--- src/rtl/pmod_bus_bridge.sv ---
// PMOD bus <-> hash core bridge: input synchronisers, gated output pipeline, PLL-lock reset
// sequencer, enable debouncer, sticky error and status LEDs. Optional heartbeat: BRIDGE_HEARTBEAT_EN.
module pmod_bus_bridge #(
  parameter int DATA_W          = 8,
  parameter int CTRL_IN_W       = 3,
  parameter int CTRL_OUT_W      = 2,
  parameter int SYNC_STAGES     = 2,
  parameter int OUT_STAGES      = 2,
  parameter int LOCK_STABLE     = 16,
  parameter int RST_HOLD        = 8,
  parameter int DEBOUNCE_CYCLES = 1000,
  parameter int HB_DIV          = 22
) (
  input  logic                  clk,
  input  logic                  rst_async,
  input  logic                  pll_lock_i,
  input  logic                  ena_switch_i,
  input  logic [DATA_W-1:0]     data_i,
  input  logic [CTRL_IN_W-1:0]  data_ctrl_i,
  input  logic [DATA_W-1:0]     hash_i,
  input  logic [CTRL_OUT_W-1:0] hash_ctrl_i,
  input  logic                  err_i,
  output logic [DATA_W-1:0]     core_data_o,
  output logic [CTRL_IN_W-1:0]  core_ctrl_o,
  output logic                  core_rst_n_o,
  output logic                  core_ena_o,
  output logic [DATA_W-1:0]     hash_o,
  output logic [CTRL_OUT_W-1:0] hash_ctrl_o,
  output logic [3:0]            status_o
);

  localparam int MAX_LR  = (LOCK_STABLE > RST_HOLD) ? LOCK_STABLE : RST_HOLD;
  localparam int CNT_MAX = (MAX_LR > DEBOUNCE_CYCLES) ? MAX_LR : DEBOUNCE_CYCLES;
  localparam int CNT_W   = $clog2(CNT_MAX + 1);

  typedef enum logic [2:0] {
    WAIT_LOCK = 3'b001,
    HOLD      = 3'b010,
    RUN       = 3'b100
  } state_t;

  state_t           state, state_nxt;
  logic [CNT_W-1:0] seq_cnt, seq_cnt_nxt;
  logic             hold_entry;
  logic             run;

  logic [1:0]       lock_sync_p;
  logic [1:0]       ena_sync_p;
  logic             lock_s;
  logic             ena_s;

  logic [DATA_W-1:0]     data_p [SYNC_STAGES];
  logic [CTRL_IN_W-1:0]  ctrl_p [SYNC_STAGES];
  logic [DATA_W-1:0]     hash_p [OUT_STAGES];
  logic [CTRL_OUT_W-1:0] hctrl_p [OUT_STAGES];

  logic [CNT_W-1:0] deb_cnt;
  logic             core_ena_q;
  logic             err_sticky;
  logic             hb_bit;
  logic [3:0]       status_q;

  // Stage: two-flop synchronisers for the slow asynchronous controls
  always_ff @(posedge clk or posedge rst_async) begin
    if (rst_async) begin
      lock_sync_p <= '0;
      ena_sync_p  <= '0;
    end else begin
      lock_sync_p <= {lock_sync_p[0], pll_lock_i};
      ena_sync_p  <= {ena_sync_p[0], ena_switch_i};
    end
  end

  assign lock_s = lock_sync_p[1];
  assign ena_s  = ena_sync_p[1];

  // Stage: inbound data/ctrl synchroniser chain, SYNC_STAGES deep
  always_ff @(posedge clk or posedge rst_async) begin
    if (rst_async) begin
      for (int i = 0; i < SYNC_STAGES; i++) begin
        data_p[i] <= '0;
        ctrl_p[i] <= '0;
      end
    end else begin
      data_p[0] <= data_i;
      ctrl_p[0] <= data_ctrl_i;
      for (int i = 1; i < SYNC_STAGES; i++) begin
        data_p[i] <= data_p[i-1];
        ctrl_p[i] <= ctrl_p[i-1];
      end
    end
  end

  assign core_data_o = run ? data_p[SYNC_STAGES-1] : '0;
  assign core_ctrl_o = run ? ctrl_p[SYNC_STAGES-1] : '0;

  // Stage: outbound hash pipeline, gated at entry so zeros drain out after leaving RUN
  always_ff @(posedge clk or posedge rst_async) begin
    if (rst_async) begin
      for (int i = 0; i < OUT_STAGES; i++) begin
        hash_p[i]  <= '0;
        hctrl_p[i] <= '0;
      end
    end else begin
      hash_p[0]  <= run ? hash_i : '0;
      hctrl_p[0] <= run ? hash_ctrl_i : '0;
      for (int i = 1; i < OUT_STAGES; i++) begin
        hash_p[i]  <= hash_p[i-1];
        hctrl_p[i] <= hctrl_p[i-1];
      end
    end
  end

  assign hash_o      = hash_p[OUT_STAGES-1];
  assign hash_ctrl_o = hctrl_p[OUT_STAGES-1];

  // Stage: core reset sequencer
  always_ff @(posedge clk or posedge rst_async) begin
    if (rst_async) begin
      state   <= WAIT_LOCK;
      seq_cnt <= '0;
    end else begin
      state   <= state_nxt;
      seq_cnt <= seq_cnt_nxt;
    end
  end

  always_comb begin
    state_nxt   = state;
    seq_cnt_nxt = seq_cnt;
    hold_entry  = 1'b0;
    unique case (state)
      WAIT_LOCK: begin
        if (!lock_s) begin
          seq_cnt_nxt = '0;
        end else if (seq_cnt == CNT_W'(LOCK_STABLE - 1)) begin
          state_nxt   = HOLD;
          seq_cnt_nxt = '0;
          hold_entry  = 1'b1;
        end else begin
          seq_cnt_nxt = seq_cnt + CNT_W'(1);
        end
      end
      HOLD: begin
        // Losing lock outranks finishing the hold
        if (!lock_s) begin
          state_nxt   = WAIT_LOCK;
          seq_cnt_nxt = '0;
        end else if (seq_cnt == CNT_W'(RST_HOLD - 1)) begin
          state_nxt   = RUN;
          seq_cnt_nxt = '0;
        end else begin
          seq_cnt_nxt = seq_cnt + CNT_W'(1);
        end
      end
      RUN: begin
        if (!lock_s) begin
          state_nxt   = WAIT_LOCK;
          seq_cnt_nxt = '0;
        end
      end
      default: begin
        state_nxt   = WAIT_LOCK;
        seq_cnt_nxt = '0;
      end
    endcase
  end

  assign run          = state[2];
  assign core_rst_n_o = state[2];

  // Stage: enable debouncer; output moves only after a full quiet window
  always_ff @(posedge clk or posedge rst_async) begin
    if (rst_async) begin
      deb_cnt    <= '0;
      core_ena_q <= 1'b0;
    end else if (ena_s == core_ena_q) begin
      deb_cnt <= '0;
    end else if (deb_cnt == CNT_W'(DEBOUNCE_CYCLES - 1)) begin
      core_ena_q <= ena_s;
      deb_cnt    <= '0;
    end else begin
      deb_cnt <= deb_cnt + CNT_W'(1);
    end
  end

  assign core_ena_o = core_ena_q;

  // Stage: sticky error, set has priority over the clear on HOLD entry
  always_ff @(posedge clk or posedge rst_async) begin
    if (rst_async) begin
      err_sticky <= 1'b0;
    end else if (run && err_i) begin
      err_sticky <= 1'b1;
    end else if (hold_entry) begin
      err_sticky <= 1'b0;
    end
  end

`ifdef BRIDGE_HEARTBEAT_EN
  logic [HB_DIV:0] hb_cnt;

  always_ff @(posedge clk or posedge rst_async) begin
    if (rst_async) begin
      hb_cnt <= '0;
    end else if (run) begin
      hb_cnt <= hb_cnt + (HB_DIV + 1)'(1);
    end else begin
      hb_cnt <= '0;
    end
  end

  assign hb_bit = hb_cnt[HB_DIV];
`else
  assign hb_bit = 1'b0 & (HB_DIV == 0);
`endif

  // Stage: registered status LEDs
  always_ff @(posedge clk or posedge rst_async) begin
    if (rst_async) begin
      status_q <= 4'b0001;
    end else begin
      status_q <= {hb_bit, err_sticky, lock_s, ~run};
    end
  end

  assign status_o = status_q;

endmodule

--- config.mk ---
export PLATFORM = sky130hd
export DESIGN_NAME = pmod_bus_bridge
export DESIGN_NICKNAME = d
export VERILOG_FILES = /design/src/rtl/pmod_bus_bridge.sv
export SDC_FILE = /design/constraint.sdc
export NUM_CORES = 1
export LEC_CHECK = 0
export ABC_AREA = 1
export BUFFER_PORTS_ARGS = -buffer_cell sky130_fd_sc_hd__buf_4
export CAP_MARGIN = 5
export CORE_MARGIN = 4
export CORE_UTILIZATION = 49
export CTS_CLUSTER_DIAMETER = 50
export DETAILED_ROUTE_END_ITERATION = 8
export GPL_TIMING_DRIVEN = 0
export PLACE_DENSITY = 0.79
export SLEW_MARGIN = 30
export SYNTH_ARGS = -nofsm -noshare
export SYNTH_HDL_FRONTEND = slang
export SYNTH_SLANG_ARGS = --single-unit
--- constraint.sdc ---
create_clock -name clk -period 2.2 [get_ports clk]
set_clock_uncertainty 0.15 [all_clocks]
set_input_delay 0.11 -clock clk [delete_from_list [all_inputs] [get_ports clk]]
set_output_delay 0.11 -clock clk [all_outputs]
set_load 0.02 [all_outputs]
==> impl_metrics.tcl <==
set metrics [dict create \
    crit_arrival_ps 1510 \
    setup_ws_ps 429 \
    insertion_delay_ps 340 \
    clk_path_buf_depth 2 \
    core_area_sq_um 5890 \
    top_usage_layer "met2" \
    ff_latch_area_sq_um 1850 \
    syn_to_final_growth_pct 31.8 \
    drt-initial-drc-count 81 \
    numCtsBuffers 9 \
    critPathKind "register to output pin" \
    syn_avg_cell_area_sq_um 10.5 \
    cts_tree "yes" \
    die_h_microns 85.7 \
    first_global_vias 2120 \
    drt_wl_total_microns 5490 \
    portBuffers 51 \
    h-tree-depth 3 \
    synth-seq-cells 74 \
    period_needed_ps 1770 \
    antenna_found_initial 0 \
    syn_inst 283 \
    synthesis.nets 311 \
    fin_crit_sh_pct 80.5 \
    hold_class "input pin to asynchronous set/reset pin" \
    cts_setup_buffers 0 \
    synth_seq_area_share_pct 62.7 \
    grt_setup_unrepaired "no" \
    max-cap-violations 0 \
    io_pins 53 \
    worst_path_max_delay_cell "dfrtp_1" \
    drt_first_pass_iters 4 \
    path_cells "clkbuf_1, nand2_1, inv_1, buf_4" \
    layout-drive-gt1-share_pct 29.0 \
    drc 0 \
    grt.overflow.total 0 \
    grt.met2_usage_pct 30.2 \
    irDropWorstVdd_mv 0.395 \
    path_clk_slew_ps 70 \
    end_kind "output pin" \
    cts_root_buf "clkbuf_8" \
    cp-start-kind "register" \
    antenna_cells 0 \
    grt.met1_usage_pct 17.2 \
    hpwlAfterDp_microns 3740 \
    ys_types 32 \
    postLayoutCellArea_sq_um 3900 \
    max_freq_mhz 565 \
    drv_slew 0 \
    grt.total_usage_pct 16.5 \
    cts.sinks 74 \
    start_util_pct 50.3 \
    cp-startpoint "state[2]$_DFFE_PP0P_" \
    leakage_nw 2.15 \
    wl_per_cell_microns 12.2 \
    gp_congestion 0.841 \
    place_ws_ps 577 \
    cts_resized 0 \
    via_per_inst 4.49 \
    setup_viol 0 \
    max_stage_delay_ps 490 \
    die_width_microns 85.7 \
    crit_fanout 10 \
    row_count 28 \
    grt_pass1_wl_microns 9210 \
    reg2reg_slack_ps 580 \
    grt_max_degree 42 \
    die-area_sq_um 7350 \
    yosys_warnings 0 \
    dpl_cell_area_sq_um 3460 \
    fill_cells 426 \
    cp.required_ps 1940 \
    vias 2025 \
    multi_input_area_sq_um 823 \
    hold_viol 0 \
    status "complete, no violations" \
    rr_startpoint "seq_cnt[1]$_DFFE_PP0P_" \
    final_nets 399 \
    netlist_area_sq_um 2960 \
    drtAntennaViolNets 0 \
    power_density_nw_per_um2 672 \
    met3_usage_pct 6.44 \
]
==> path summary, 6_finish.rpt <==
kind,end,depth (start not counted)
setup reg to reg,seq_cnt[3]$_DFFE_PP0P_,8
hold / removal,hash_o[0]$_DFF_PP0_,3
hold reg to reg,hash_o[3]$_DFF_PP0_,0
setup / recovery,core_data_o[0],4
max in group asynchronous,state[0]$_DFFE_PP1P_,4
min in group clk,hash_o[3]$_DFF_PP0_,0
==> area by class of cell <==
cell class	count	area share (%)
flip-flops and latches	74	47.6
multi-input cells	150	21.1
repair buffers	77	16.8
inverters	46	4.97
clock buffers	12	4.24
well taps	75	2.41
plain buffers	13	2.31
clock inverters	4	0.642
==> metrics by stage <==
step,total power [mW],hold slack [ps],setup TNS (ps),util [%],instances
global placement,1.63,70.1,-47200,58.4,409
detailed placement,1.65,6.39,0,58.8,410
global route,2.74,202,0,66.2,451
floorplan,1.58,-8.57,0,-,283
finish,2.62,184,0,66.2,451
CTS,2.65,187,0,66.2,451
==> power by group <==
group | total [mW] | switching, mW | internal (mW)
Combinational | 0.209 | 0.102 | 0.107
Clock | 0.961 | 0.464 | 0.497
Sequential | 1.45 | 0.0386 | 1.41
==> registers in the layout, indices dropped and copies added, names as in the netlist <==
name and count:
hash_p 8, ctrl_p 6, core_ena_o 1, hash_ctrl_o 2
seq_cnt 10, hctrl_p 2, data_p 16, hash_o 8
err_sticky 1, state 3, status_o 3, lock_sync_p 2
ena_sync_p 2, deb_cnt 10
==> kinds of logic (layout without fill, tap and decap cells) <==
logic type	count (synthesis)	after routing	synth area share (%)
compound gates	9	9	1.82
xor+xnor	7	7	2.07
fa+ha+maj	2	2	0.846
buf+inv	59	152	9.51
flops	74	74	62.7
other cells	1	1	0.127
simple gates	131	131	23.0
==> synthesized netlist by cell type <==
cell,count,area (sq um)
nor3_2,1,10.0
nor3_4,1,16.3
nand4_1,7,43.8
o21ai_1,1,5.00
nand2_1,60,225
nor2_1,23,86.3
nand2_2,2,12.5
nand3_1,14,70.1
nand3b_1,1,7.51
a21oi_1,3,15.0
nor2_4,3,33.8
nor3_1,3,15.0
ha_1,2,25.0
o21bai_1,1,7.51
buf_4,11,82.6
bufinv_8,1,17.5
inv_1,42,158
inv_2,2,7.51
o21ai_0,2,10.0
o21ai_2,1,8.76
xor2_1,7,61.3
nand2_4,3,33.8
nand4_4,1,21.3
dfrtp_1,72,1800
dfstp_2,2,52.6
nor2_2,9,56.3
nor2_8,2,40.0
conb_1,1,3.75
o31ai_1,1,7.51
clkbuf_1,2,7.51
nor3b_1,1,7.51
clkinv_4,1,8.76
==> layer usage <==
metal / up-vias / wire, microns / part of all wire (%)
li1: 1025 / - / -
met1: 948 / 2080 / 38
met2: 46 / 3000 / 55
met3: 6 / 346 / 6.3
met4: 0 / 68 / 1.2
met5: - / 0 / 0
==> critical path: cells and delay by family (launching register included) <==
kind / cells / cell delay, ps
flip-flops: 1 / 490
buffers and inverters: 3 / 570
AND/OR/NAND/NOR: 1 / 100
==> placed cells by master, fill, tap and decap left out, types with 3 or more instances in the layout <==
cell type,instances
nor3_1,3
nor2_1,23
inv_1,41
xor2_1,7
nand2_1,60
nand4_1,7
dfrtp_1,72
a21oi_1,3
nand3_1,14
buf_4,62
clkbuf_8,12
nor2_2,9
nor2_4,3
nand2_4,3
dlygate4sd3_1,25
==> repair_timing <==
item / in CTS / in global routing
hold buffers: 25 / 0
endpoints found under the hold margin: 57 / 0
endpoints found under the setup margin: 0 / 0
Note: power is estimated with default switching activity, not from simulation.
